<file path="src/rtl/lfsr_rand_server.sv">
// lfsr_rand_server: one shared 32-bit pseudo-random generator, handed out one
//   value per cycle to NUM_REQ requesters through a round-robin arbiter.
// Latency: zero cycles; grant and rand_o are combinational from registered state and req.
// Backpressure: a requester holds req until granted; no grant during warm-up or in a reseed cycle.
//
// Ports:
//   clk          clock
//   rst          synchronous active-high reset (loads seed_i, restarts warm-up, clears ptr)
//   seed_i       seed value, sampled on rst or reseed_req
//   reseed_req   single-cycle pulse: reload seed and redo warm-up
//   req          per-requester request, held high until granted
//   grant        one-hot grant (zero when nothing is granted)
//   rand_o       current generator value, consumed by the granted requester
//   ready        high while the generator is in RUN
//   grant_count  total grants issued; built only when LFSR_RAND_GRANT_COUNT_EN
//                is defined, otherwise tied to zero
module lfsr_rand_server #(
  parameter int NUM_REQ       = 4,
  parameter int WARMUP_CYCLES = 16
) (
  input  logic               clk,
  input  logic               rst,
  input  logic [31:0]        seed_i,
  input  logic               reseed_req,
  input  logic [NUM_REQ-1:0] req,
  output logic [NUM_REQ-1:0] grant,
  output logic [31:0]        rand_o,
  output logic               ready,
  output logic [31:0]        grant_count
);

  localparam int              PTR_W    = (NUM_REQ > 1) ? $clog2(NUM_REQ) : 1;
  localparam int              SUM_W    = PTR_W + 1;
  localparam logic [PTR_W-1:0] PTR_LAST = PTR_W'(NUM_REQ - 1);
  localparam logic [7:0]      WARM_LAST = 8'((WARMUP_CYCLES > 0) ? WARMUP_CYCLES - 1 : 0);

  typedef enum logic {
    WARMUP = 1'b0,
    RUN    = 1'b1
  } state_t;

  // With no warm-up configured, a seed load goes straight to RUN.
  localparam state_t START = (WARMUP_CYCLES == 0) ? RUN : WARMUP;

  state_t           state_q, state_d;
  logic [31:0]      r_q, r_d;
  logic [7:0]       cnt_q, cnt_d;
  logic [PTR_W-1:0] ptr_q, ptr_d;

  logic             found;
  logic [PTR_W-1:0] win;
  logic [SUM_W-1:0] pos;
  logic             grant_any;

  function automatic logic [31:0] lfsr_step(input logic [31:0] v);
    return {~(v[31] ^ v[29] ^ v[28]), v[31:1]};
  endfunction

  // Round-robin search: first set request at or above ptr, wrapping around.
  always_comb begin
    found = 1'b0;
    win   = '0;
    pos   = '0;
    for (int k = 0; k < NUM_REQ; k++) begin
      pos = {1'b0, ptr_q} + SUM_W'(k);
      if (pos >= SUM_W'(NUM_REQ)) begin
        pos = pos - SUM_W'(NUM_REQ);
      end
      if (!found && req[pos[PTR_W-1:0]]) begin
        found = 1'b1;
        win   = pos[PTR_W-1:0];
      end
    end
  end

  // Outputs. A reseed pulse takes the cycle away from the requesters.
  always_comb begin
    grant = '0;
    if (state_q == RUN && !reseed_req && found) begin
      grant[win] = 1'b1;
    end
  end

  assign grant_any = (state_q == RUN) && !reseed_req && found;
  assign ready     = (state_q == RUN);
  assign rand_o    = r_q;

  // Next-state logic.
  always_comb begin
    state_d = state_q;
    r_d     = r_q;
    cnt_d   = cnt_q;
    ptr_d   = ptr_q;
    if (reseed_req) begin
      // ptr deliberately kept so a reseed does not reset fairness.
      r_d     = seed_i;
      cnt_d   = '0;
      state_d = START;
    end else begin
      case (state_q)
        WARMUP: begin
          r_d = lfsr_step(r_q);
          if (cnt_q == WARM_LAST) begin
            state_d = RUN;
            cnt_d   = '0;
          end else begin
            cnt_d = cnt_q + 8'd1;
          end
        end
        RUN: begin
          if (grant_any) begin
            r_d   = lfsr_step(r_q);
            ptr_d = (win == PTR_LAST) ? '0 : win + 1'b1;
          end
        end
        default: state_d = START;
      endcase
    end
  end

  always_ff @(posedge clk) begin
    if (rst) begin
      state_q <= START;
      r_q     <= seed_i;
      cnt_q   <= '0;
      ptr_q   <= '0;
    end else begin
      state_q <= state_d;
      r_q     <= r_d;
      cnt_q   <= cnt_d;
      ptr_q   <= ptr_d;
    end
  end

`ifdef LFSR_RAND_GRANT_COUNT_EN
  // Survives reseed; only rst clears it. Wraps naturally at 2^32.
  logic [31:0] gcnt_q;

  always_ff @(posedge clk) begin
    if (rst) begin
      gcnt_q <= '0;
    end else if (grant_any) begin
      gcnt_q <= gcnt_q + 32'd1;
    end
  end

  assign grant_count = gcnt_q;
`else
  assign grant_count = '0;
`endif

endmodule

</file>
<file path="config.mk">
export PLATFORM = sky130hd
export DESIGN_NAME = lfsr_rand_server
export DESIGN_NICKNAME = d
export VERILOG_FILES = /design/src/rtl/lfsr_rand_server.sv
export SDC_FILE = /design/constraint.sdc
export NUM_CORES = 1
export LEC_CHECK = 0
export BUFFER_PORTS_ARGS = -buffer_cell sky130_fd_sc_hd__buf_2
export CORE_ASPECT_RATIO = 1.1
export CORE_MARGIN = 5
export CORE_UTILIZATION = 42
export CTS_CLUSTER_SIZE = 40
export DETAILED_ROUTE_END_ITERATION = 8
export GPL_TIMING_DRIVEN = 0
export PLACE_DENSITY = 0.76
export SYNTH_ARGS = -nofsm -noshare
export SYNTH_HDL_FRONTEND = slang
export SYNTH_SLANG_ARGS = --single-unit
export TNS_END_PERCENT = 1
</file>
<file path="constraint.sdc">
create_clock -name clk -period 1.8 [get_ports clk]
set_input_delay 0.18 -clock clk [delete_from_list [all_inputs] [get_ports clk]]
set_output_delay 0.18 -clock clk [all_outputs]
set_load 0.02 [all_outputs]
</file>
==> metrics.md <==
| Metric | Value |
|---|---|
| Run status | finished, violations left |
| Failing checks | setup timing |
| Crit start category | flop |
| Post-detailed-placement half-perimeter wirelength | 3881 µm |
| Type of the worst min-delay path | input port to flop |
| Slew at the pin closest to its max-slew limit | 0.5033 ns |
| WL/cell | 12.09 µm |
| Clk slew on worst S/H paths | 0.08 ns |
| RSZ-0062 raised after global routing | true |
| WL final | 5342 µm |
| Boundary Pins | 108 |
| Post-synth ARST share | 0% |
| Antenna violations before repair | 0 |
| Clock tree from TritonCTS | done |
| Width of the die | 80.92 µm |
| Cell with the most instances after synthesis | sky130_fd_sc_hd__nand2_1 |
| Upper clock frequency limit | 500.2 MHz |
| Cells along the critical path | buf_4 > nand2_1 > nor2_1 > nor4_4 > buf_4 > ha_4 > and2_4 > buf_6 |
| Pwr/cell area | 764.9 nW/µm² |
| Critical Path Sink Type | primary output |
| Ranking of synthesized cells by area | sky130_fd_sc_hd__edfxtp_1 41%, sky130_fd_sc_hd__nand2_1 16%, sky130_fd_sc_hd__buf_4 10% |
| Combined area of all synthesized cells | 2323 µm² |
| Cell taking the most area after synthesis | sky130_fd_sc_hd__edfxtp_1 |
| Min Tclk post-route | 1.999 ns |
| Final setup skew | 0.006161 ns |
| Die outline area | 7121 µm² |
| Maximum single-stage delay on the critical path | 0.36 ns |
| DR iter-0 viols | 107 |
| Fillcell total | 507 |
| Detailed-routing iteration count for the pre-antenna-repair pass | 4 |
| Worst skew pair latency | 0.29 ns |
| Crit path kind | flop to primary output |
| CTS Buf Count | 5 |
| Peak ir drop on the vdd network | 0.0003824 V |
| Last weighted congestion value of the routability-driven placer | 0.7715 |
| Number of cell rows | 28 |
| Number of instances in the synthesized netlist | 250 |
| Vertical die dimension | 88.01 µm |
| Count of buffer and inverter cells on the critical path | 3 |
| Number of standard cells in the final layout excluding fillers | 442 |
| Required time of the worst setup path | 1.62 ns |
| Proportion of layout cells with a drive suffix above 1 | 38.96% |
| Net count, final | 410 |
| Leftover overflow at the end of global routing | 0 |
| Sequential share of the synthesized area | 50.83% |
| Final setup vio count | 4 |
| Clock H-tree levels | 2 |
| Leakage component of the power | 1.588 nW |
| Commonest cells in the netlist | 101 x sky130_fd_sc_hd__nand2_1, 32 x sky130_fd_sc_hd__buf_4, 32 x sky130_fd_sc_hd__edfxtp_1, 11 x sky130_fd_sc_hd__dfxtp_1, 9 x sky130_fd_sc_hd__nor2_1 |
| Cell occurring most often along the worst timing path | sky130_fd_sc_hd__buf_4 |
| Average cell area after synthesis | 9.294 µm² |
| Synthesis-stage register bit count | 43 |
| Number of flops mapped to enable cells by yosys | 32 |
| Wire length of the first global-routing pass | 8204 µm |
| Maximum net fanout on the critical path | 4 |
| Antenna violation net count after detailed routing | 0 |
| Root buffer cell | sky130_fd_sc_hd__clkbuf_8 |
| Vias in the first global route | 1,785 |
| Via Count | 1,938 |
| Final hold vios | 0 |
| Ant diodes | 0 |
| DRC | 0 |
| Max transition margin | 66.19% |
| Maximum buffer depth of the clock tree | 2 |
| Flip-flop cell with the highest count after synthesis | sky130_fd_sc_hd__edfxtp_1 |
| Count of yosys warnings during synthesis | 0 |
| # port buffers | 75 |
| Core outline area | 5395 µm² |
| Setup WS post-layout | -0.1993 ns |
| Global-route usage over all layers | 14.80% |
| Post-Route Setup TNS | -0.7389 ns |
| Total number of clock tree sinks | 43 |
| Kind of cell adding the most delay to the critical path | simple AND/OR/NAND/NOR gates |
| Post-placement cell count | 431 |
| Starting Density | 43.07% |
| Synth-to-Final Area Change | 35.43% |
| Largest net degree at the start of global routing | 33 |
| Final period utilization | 111.1% |
| Max Transition Viols Final | 0 |
| Arr. time, crit path | 1.82 ns |
| Cell with the biggest individual delay on the critical path | sky130_fd_sc_hd__dfxtp_4 |
| Ratio of routed vias to standard cells | 4.385 |
| Fraction of post-synthesis cell area in the top cell type by area | 41.36% |
| Number of distinct library cells after synthesis | 36 |
| Max-cap violation count | 0 |
| Number of hold-repair buffers added at the cts stage | 0 |
==> logic make-up after synthesis <==
group	share of synthesized area, %
simple gates	25.47
buf+inv	12.60
flops	50.83
compound gates	4.685
xor+xnor	2.262
fa+ha+maj	2.693
mux	1.292
other cells	0.1614
==> worst register-to-register path, cell delays in order, from the launching register on <==
cell and delay (ns):
sky130_fd_sc_hd__dfxtp_4 0.36, sky130_fd_sc_hd__buf_4 0.15, sky130_fd_sc_hd__nand2_1 0.05, sky130_fd_sc_hd__nor2_1 0.08
sky130_fd_sc_hd__nor4_4 0.33, sky130_fd_sc_hd__buf_4 0.19, sky130_fd_sc_hd__ha_4 0.19, sky130_fd_sc_hd__mux2i_1 0.14
sky130_fd_sc_hd__nor2_1 0.05
==> cell usage in the layout (no fill, tap or decap), drive strengths merged <==
| cell | netlist | routed |
|---|---|---|
| and4 | 1 | 1 |
| ha | 5 | 5 |
| dfxtp | 11 | 11 |
| a211oi | 3 | 3 |
| o22a | 1 | 1 |
| or2b | 1 | 1 |
| o21a | 1 | 1 |
| a31oi | 1 | 1 |
| and3 | 1 | 1 |
| buf | 38 | 116 |
| nor4 | 3 | 3 |
| nor3b | 1 | 1 |
| clkbuf | 2 | 8 |
| inv | 4 | 4 |
| and2 | 5 | 5 |
| bufinv | 0 | 1 |
| edfxtp | 32 | 32 |
| nand3 | 3 | 3 |
| xnor2 | 3 | 3 |
| or2 | 1 | 1 |
| xor2 | 3 | 3 |
| nor3 | 1 | 1 |
| nand2b | 1 | 1 |
| o21ai | 5 | 5 |
| or4 | 1 | 1 |
| clkinv | 0 | 1 |
| nand4 | 1 | 1 |
| nor2b | 1 | 1 |
| a21oi | 5 | 5 |
| nand2 | 101 | 101 |
| mux2i | 3 | 3 |
| nor2 | 9 | 9 |
| conb | 1 | 32 |
| a22o | 1 | 1 |
==> metrics by stage <==
step | hold WS, ns | area (µm²) | setup WS [ns] | total power, W | util [%]
2_1_floorplan | 0.2524 | 2442 | 0.06973 | 0.001490 | -
4_1_cts | 0.07382 | 3122 | -0.1741 | 0.002413 | 57.86
3_3_place_gp | 0.3964 | 2912 | -0.1740 | 0.001620 | 53.97
6_report | 0.09813 | 3147 | -0.1993 | 0.002407 | 58.33
3_5_place_dp | 0.3987 | 2912 | -0.2104 | 0.001629 | 53.97
5_1_grt | 0.09272 | 3147 | -0.2765 | 0.002517 | 58.33
==> what timing repair did <==
| action | in CTS | in global routing |
|---|---|---|
| pin swaps | 6 | 4 |
| endpoints found under the hold margin | 0 | 0 |
| endpoints found under the setup margin | 5 | 36 |
| gates resized for setup | 22 | 6 |
| buffers inserted | 3 | 0 |
==> path summary, 6_finish.rpt <==
kind                  from  endpoint  slack [ns]  cells past startpoint
setup / recovery  ptr_q[1]  grant[1]       -0.20                      8
hold / removal         rst  ptr_q[1]         0.1                      2
setup reg to reg  ptr_q[1]  ptr_q[1]        0.16                      8
hold reg to reg   cnt_q[3]  cnt_q[3]        0.54                      2
==> power by group <==
part           switching, W  internal [W]
logic              0.000278      0.000177
registers         0.0000340       0.00113
clock network      0.000334      0.000449
==> state kept, by name, summed over array words and instances, names as in the netlist <==
register,count
rand_o,32
cnt_q,8
ptr_q,2
ready,1
==> area by class of cell <==
| type | count | area, µm² | area share, % |
|---|---|---|---|
| repair buffers | 78 | 426.7 | 13.56 |
| plain buffers | 40 | 277.8 | 8.827 |
| well taps | 75 | 93.84 | 2.982 |
| multi-input cells | 194 | 1031 | 32.76 |
| inverters | 4 | 15.01 | 0.4771 |
| clock buffers | 6 | 82.58 | 2.624 |
| clock inverters | 2 | 35.03 | 1.113 |
| flip-flops and latches | 43 | 1185 | 37.65 |
==> per-layer routing <==
| layer | GRT usage, % | share of wire [%] | vias up |
|---|---|---|---|
| li1 | - | - | 986 |
| met5 | 0 | 0 | - |
| met1 | 17.87 | 42 | 860 |
| met3 | 4.733 | 8.0 | 13 |
| met4 | 4.455 | 1.8 | 0 |
| met2 | 25.17 | 48 | 79 |
No activity file was read; power rests on OpenSTA's default activity.
